==> src/rtl/display_count_gen_pkg.sv <==
// Shared widths and next-count helpers for the two-digit display counter.
// Step functions return {wrap, next} so callers get both from one call.
package display_pkg;

  localparam int COUNT_W  = 8;
  localparam int NIBBLE_W = 4;
  localparam logic [NIBBLE_W-1:0] BCD_MAX_DIGIT = 4'd9;

  function automatic logic [COUNT_W:0] hex_step(input logic [COUNT_W-1:0] v, input logic up);
    logic [COUNT_W:0] r;
    if (up) r = {v == 8'hFF, v + 8'd1};
    else    r = {v == 8'h00, v - 8'd1};
    return r;
  endfunction

  function automatic logic [COUNT_W:0] bcd_step(input logic [COUNT_W-1:0] v, input logic up);
    logic [NIBBLE_W-1:0] lo;
    logic [NIBBLE_W-1:0] hi;
    logic                w;
    lo = v[NIBBLE_W-1:0];
    hi = v[COUNT_W-1:NIBBLE_W];
    w  = 1'b0;
    if (up) begin
      if (lo >= BCD_MAX_DIGIT) begin
        lo = '0;
        if (hi >= BCD_MAX_DIGIT) begin
          hi = '0;
          w  = 1'b1;
        end else begin
          hi = hi + 4'd1;
        end
      end else begin
        lo = lo + 4'd1;
      end
    end else begin
      if (lo == '0) begin
        lo = BCD_MAX_DIGIT;
        if (hi == '0) begin
          hi = BCD_MAX_DIGIT;
          w  = 1'b1;
        end else begin
          hi = hi - 4'd1;
        end
      end else begin
        lo = lo - 4'd1;
      end
    end
    return {w, hi, lo};
  endfunction

  // Loaded values are clamped digit-by-digit so only 0..9 ever reach the display.
  function automatic logic [COUNT_W-1:0] bcd_sat(input logic [COUNT_W-1:0] v);
    logic [NIBBLE_W-1:0] lo;
    logic [NIBBLE_W-1:0] hi;
    lo = v[NIBBLE_W-1:0];
    hi = v[COUNT_W-1:NIBBLE_W];
    if (lo > BCD_MAX_DIGIT) lo = BCD_MAX_DIGIT;
    if (hi > BCD_MAX_DIGIT) hi = BCD_MAX_DIGIT;
    return {hi, lo};
  endfunction

endpackage

==> src/rtl/display_count_gen_if.sv <==
// Control and display-count bundle between the switch/key front end and the counter.
interface display_count_gen_if;
  import display_pkg::*;

  logic               en;
  logic               up_dn;
  logic               clear;
  logic               load;
  logic [COUNT_W-1:0] load_val;
  logic [COUNT_W-1:0] count;
  logic               tick;
  logic               wrap;

  modport master (
    output en, up_dn, clear, load, load_val,
    input  count, tick, wrap
  );

  modport slave (
    input  en, up_dn, clear, load, load_val,
    output count, tick, wrap
  );
endinterface

==> src/rtl/display_count_gen_tick_prescaler.sv <==
// Divides clk by CLK_HZ/TICK_HZ; tick_o is combinational and marks the last
// enabled cycle of each interval so the caller's registers update on the next edge.
module tick_prescaler #(
  parameter int CLK_HZ  = 50_000_000,
  parameter int TICK_HZ = 1
) (
  input  logic clk,
  input  logic rst,
  input  logic en,
  input  logic clr,
  output logic tick_o
);

  localparam int DIV = CLK_HZ / TICK_HZ;
  localparam int W   = (DIV < 2) ? 1 : $clog2(DIV);
  localparam logic [W-1:0] LAST = W'(DIV - 1);

  if (DIV < 2) begin : g_bad_div
    $error("tick_prescaler: CLK_HZ/TICK_HZ must be at least 2");
  end

  logic [W-1:0] presc;

  assign tick_o = en & (presc == LAST);

  always_ff @(posedge clk or posedge rst) begin
    if (rst) begin
      presc <= '0;
    end else if (clr) begin
      presc <= '0;
    end else if (en) begin
      presc <= (presc == LAST) ? '0 : presc + W'(1);
    end
  end

endmodule

==> src/rtl/display_count_gen.sv <==
// Stepping two-digit display count (hex or BCD) feeding the HEX1/HEX0 decoders.
// Per-cycle priority is clear, then load, then a prescaler step.
module display_count_gen
  import display_pkg::*;
#(
  parameter int CLK_HZ   = 50_000_000,
  parameter int TICK_HZ  = 1,
  parameter bit BCD_MODE = 1'b0
) (
  input  logic                clk,
  input  logic                rst,
  display_count_gen_if.slave  bus
);

  logic               step_now;
  logic [COUNT_W:0]   nxt;
  logic [COUNT_W-1:0] load_fix;

  tick_prescaler #(
    .CLK_HZ (CLK_HZ),
    .TICK_HZ(TICK_HZ)
  ) u_presc (
    .clk   (clk),
    .rst   (rst),
    .en    (bus.en),
    .clr   (bus.clear),
    .tick_o(step_now)
  );

  assign nxt      = BCD_MODE ? bcd_step(bus.count, bus.up_dn) : hex_step(bus.count, bus.up_dn);
  assign load_fix = BCD_MODE ? bcd_sat(bus.load_val) : bus.load_val;

  always_ff @(posedge clk or posedge rst) begin
    if (rst) begin
      bus.count <= '0;
      bus.tick  <= 1'b0;
      bus.wrap  <= 1'b0;
    end else if (bus.clear) begin
      bus.count <= '0;
      bus.tick  <= 1'b0;
      bus.wrap  <= 1'b0;
    end else if (bus.load) begin
      bus.count <= load_fix;
      bus.tick  <= 1'b0;
      bus.wrap  <= 1'b0;
    end else if (step_now) begin
      bus.count <= nxt[COUNT_W-1:0];
      bus.tick  <= 1'b1;
      bus.wrap  <= nxt[COUNT_W];
    end else begin
      bus.tick  <= 1'b0;
      bus.wrap  <= 1'b0;
    end
  end

endmodule

==> src/flat_wrapper.sv <==
// flat-port wrapper written by rule: the top's interface ports become plain ports
module display_count_gen_flat import display_pkg::*;
#(
  parameter int CLK_HZ   = 50_000_000,
  parameter int TICK_HZ  = 1,
  parameter bit BCD_MODE = 1'b0
)
  (clk, rst, bus_en, bus_up_dn, bus_clear, bus_load, bus_load_val, bus_count, bus_tick, bus_wrap);
  display_count_gen_if bus_i ();
  input  logic clk;
  input  logic rst;
  input wire logic [$bits(bus_i.en)-1:0] bus_en;
  input wire logic [$bits(bus_i.up_dn)-1:0] bus_up_dn;
  input wire logic [$bits(bus_i.clear)-1:0] bus_clear;
  input wire logic [$bits(bus_i.load)-1:0] bus_load;
  input wire logic [$bits(bus_i.load_val)-1:0] bus_load_val;
  output wire logic [$bits(bus_i.count)-1:0] bus_count;
  output wire logic [$bits(bus_i.tick)-1:0] bus_tick;
  output wire logic [$bits(bus_i.wrap)-1:0] bus_wrap;
  assign bus_i.en = bus_en;
  assign bus_i.up_dn = bus_up_dn;
  assign bus_i.clear = bus_clear;
  assign bus_i.load = bus_load;
  assign bus_i.load_val = bus_load_val;
  assign bus_count = bus_i.count;
  assign bus_tick = bus_i.tick;
  assign bus_wrap = bus_i.wrap;
  display_count_gen #(.CLK_HZ(CLK_HZ), .TICK_HZ(TICK_HZ), .BCD_MODE(BCD_MODE)) u_core (.clk(clk), .rst(rst), .bus(bus_i));
endmodule
==> config.mk <==
export PLATFORM = sky130hd
export DESIGN_NAME = display_count_gen_flat
export DESIGN_NICKNAME = d
export VERILOG_FILES = /design/src/rtl/display_count_gen_pkg.sv /design/src/rtl/display_count_gen_if.sv /design/src/rtl/display_count_gen_tick_prescaler.sv /design/src/rtl/display_count_gen.sv /design/src/flat_wrapper.sv
export SDC_FILE = /design/constraint.sdc
export NUM_CORES = 1
export LEC_CHECK = 0
export CAP_MARGIN = 5
export CORE_MARGIN = 8
export CORE_UTILIZATION = 40
export DETAILED_ROUTE_END_ITERATION = 12
export PLACE_DENSITY = 0.71
export SETUP_SLACK_MARGIN = 0.3
export SYNTH_ARGS = -nofsm -noshare
export SYNTH_HDL_FRONTEND = slang
export SYNTH_SLANG_ARGS = --single-unit
==> constraint.sdc <==
create_clock -name clk -period 1.8 [get_ports clk]
set_clock_uncertainty 0.1 [all_clocks]
set_input_delay 0.18 -clock clk [delete_from_list [all_inputs] [get_ports clk]]
set_output_delay 0.18 -clock clk [all_outputs]
set_load 0.1 [all_outputs]
==> results.json <==
{
  "place_area_mm2": 0.00323,
  "pwr-share-clk": 0.337,
  "power_density_mw_per_mm2": 511,
  "synth_cells": 245,
  "yosys_warnings": 0,
  "drtIter0Drc": 152,
  "grt_max_degree": 17,
  "cts-root-buf": "clkbuf_8",
  "cts_hold_buf": 0,
  "maxCapViolCount": 0,
  "cts_buffers": 5,
  "synth_cell_types": 50,
  "initial_utilization": 0.413,
  "netlist_area_mm2": 0.00227,
  "tritoncts": "done",
  "syn_to_final_growth_pct": 81.7,
  "period_share": 1.15,
  "r2r_setup_slack_ns": -0.26,
  "die_h_um": 91.4,
  "ys_async_sr_fraction": 1.00,
  "critPathRequiredTime_ns": 1.86,
  "diodes": 0,
  "drtAntennaViolNets": 0,
  "p_sw_frac": 0.288,
  "r2r-start": "u_core.u_presc.presc[18]",
  "post_synth.cell_area_avg_um2": 9.28,
  "n_fill_cell": 316,
  "cts_max_path_buffers": 2,
  "crit_path_start": "u_core.u_presc.presc[18]",
  "rr_worst_depth": 7,
  "htree_num_levels": 2,
  "die_area_mm2": 0.00836,
  "vdd_drop_max_uv": 352,
  "yosys-top-cells-area": "dfrtp_1 40%, nor2_1 5.4%, xor2_1 5.0%, xnor2_1 4.6%, ha_1 3.9%",
  "startpoint_type": "register",
  "power_switching_uw": 608,
  "pre_cts_ws_ns": -0.695,
  "p_leak_uw": 0.00173,
  "grtUsageTotal": 0.192,
  "drive_gt1_frac": 0.561,
  "yosysSeqAreaShare": 0.396,
  "ys_ff_latch": 36,
  "synth_top_area_cell": "dfrtp_1",
  "finalMaxSlewViolations": 0,
  "report.final.hold_viol_count": 0,
  "cp.arrival_ns": 2.12,
  "crit_fanout": 5,
  "status": "finished, violations left",
  "timing.rr.end": "u_core.bus.count[1]",
  "final_area_mm2": 0.00413,
  "hold_path.class": "in -> async",
  "pin_count": 24,
  "clk_pin_slew_worst_paths_ns": 0.08,
  "port_buffers": 23,
  "failed_checks": "setup timing",
  "intPower_uw": 1510,
  "via_per_inst": 5.84,
  "core_area_mm2": 0.00551,
  "wl_um": 8540,
  "power_frac_comb": 0.262,
  "detail_route.wl_per_cell_um": 19.8,
  "criticalPathCategory": "reg -> reg",
  "synth_edf_count": 0,
  "gp_congestion": 0.866,
  "dpl.hpwl_um": 4860,
  "nets": 381,
  "drc": 0,
  "cp-end-kind": "register",
  "grt_remaining_overflow": 0,
  "firstDrtPassIters": 4,
  "setup_violations": 34,
  "max_slew.worst_pin.slew_ns": 0.479,
  "grt_pass1_wl_um": 13000,
  "slew_headroom": 0.681,
  "period_needed_ns": 2.06,
  "grt_setup_unrepaired": "true",
  "syn-num-nets": 267,
  "synth_ff_type": "dfrtp_1",
  "antenna_found_initial": 0,
  "yosys.area.top_type_share": 0.396,
  "worstSkewPairLatency_ns": 0.29,
  "seqPwrFrac": 0.401,
  "clock_sink_count": 36,
  "vias": 2523,
  "max_freq_ghz": 0.485,
  "fin_ws_ns": -0.264,
  "cp-endpoint": "u_core.bus.count[1]",
  "fp.dieW_um": 91.4,
  "seqCellArea_um2": 930,
  "multiInputGateArea_mm2": 0.00179,
  "grt_pass1_vias": 2584,
  "row_count": 27
}
==> power groups by stage <==
stage	registers (uW)	logic (uW)	clock network, uW
floorplan	952	163	0
global placement	863	436	0
detailed placement	864	445	0
CTS	847	522	713
global route	849	587	755
finish	847	554	712
==> Yosys cell counts, types with 2 or more instances <==
library cell and instances:
dfrtp_1 36, and2_1 4, nand3_1 11, a21o_1 2, xor2_1 13, a21oi_1 7, xnor2_1 12, clkbuf_1 3
o21ai_0 6, and3_2 2, nor4_1 4, a311oi_1 4, nor2_1 33, o21bai_1 2, inv_1 11, or3_1 2
and3_1 4, nand2_1 21, buf_2 3, nor3_1 8, nand4_1 14, and4_1 3, o2111ai_1 2, a31oi_1 2
ha_1 7, o2111a_1 2, nor3_4 2, a211oi_1 3
==> cell families after synthesis <==
logic type / Yosys count / share of synthesized area
AND/OR/NAND/NOR: 118 / 0.295
AO/OA/AOI/OAI: 38 / 0.123
flip-flops: 36 / 0.396
XOR/XNOR: 25 / 0.0963
buffers and inverters: 18 / 0.0330
adder cells (fa/ha/maj): 8 / 0.0473
multiplexers: 2 / 0.00935
==> flip-flops by register name, indices dropped and copies added, names as in the netlist <==
name,cells
u_core.bus.wrap,1
u_core.bus.tick,1
u_core.bus.count,8
u_core.u_presc.presc,26
==> cell type report <==
cell class,count,share of cell area
tap,72,0.0218
clock inverter,2,0.00848
multi-input combinational,191,0.434
clock buffer,6,0.0176
sequential,36,0.225
timing repair buffer,114,0.283
inverter,11,0.0109
==> timing repair <==
| action | in CTS | in global routing |
|---|---|---|
| setup endpoints to repair | 35 | 36 |
| pin swaps | 49 | 26 |
| setup buffers | 19 | 11 |
| cloned | 2 | 1 |
| resized for setup | 82 | 28 |
==> per-layer routing <==
layer	wire length (um)	up-vias	track usage
li1	-	1119	-
met3	538	28	0.0387
met5	0	-	0
met4	296	0	0.0832
met2	4410	124	0.340
met1	3290	1252	0.216
==> worst min-delay path by stage <==
| stage | start | to | slack (ns) | cells past startpoint |
|---|---|---|---|---|
| floorplan | bus_load | u_core.bus.wrap | 0.15 | 1 |
| global placement | rst | u_core.bus.count[3] | 0.39 | 2 |
| detailed placement | rst | u_core.bus.count[0] | 0.39 | 2 |
| CTS | rst | u_core.bus.count[6] | 0.08 | 2 |
| global route | rst | u_core.bus.count[6] | 0.12 | 2 |
| finish | rst | u_core.bus.count[6] | 0.07 | 2 |
==> metrics by stage <==
| stage | cells | total power (uW) | utilization | TNS, ns | hold WS (ns) |
|---|---|---|---|---|---|
| global route | 432 | 2190 | 0.751 | -5.85 | 0.120 |
| CTS | 420 | 2080 | 0.707 | -1.33 | 0.0777 |
| detailed placement | 391 | 1310 | 0.587 | -4.97 | 0.391 |
| floorplan | 245 | 1110 | - | -0.817 | 0.153 |
| global placement | 391 | 1300 | 0.587 | -4.28 | 0.389 |
| finish | 432 | 2110 | 0.751 | -3.76 | 0.0698 |
==> critical path: stages, from the launching register on <==
cell and delay, ns:
dfrtp_1 0.43, nor4b_4 0.33, buf_4 0.19, nand4_4 0.15, nor3_4 0.28, buf_6 0.17, mux2i_1 0.19, a211oi_1 0.08
==> placed cells by master, fill, tap and decap left out, types with 3 or more instances in the layout <==
cell / netlist / layout
dfrtp_1: 36 / 27
inv_1: 11 / 10
nand4_1: 14 / 14
and2_1: 4 / 3
a21oi_1: 7 / 3
a21oi_2: 0 / 3
nand2_1: 21 / 14
and3_1: 4 / 4
clkbuf_8: 0 / 5
nor3_4: 2 / 4
nor3_1: 8 / 4
nor3_2: 1 / 3
nand2_4: 0 / 3
xor2_2: 0 / 6
xnor2_2: 0 / 6
buf_6: 0 / 23
nor2_1: 33 / 14
xor2_1: 13 / 7
o21ai_1: 0 / 3
clkdlybuf4s50_1: 0 / 12
nor2_2: 0 / 7
ha_4: 0 / 5
nand3_1: 11 / 7
buf_12: 0 / 11
xnor2_1: 12 / 6
dfrtp_4: 0 / 7
buf_4: 1 / 64
nand3_2: 0 / 3
o21ai_0: 6 / 3
nand2_2: 0 / 4
nor2_4: 0 / 12
No activity file was read; power rests on OpenSTA's default activity.
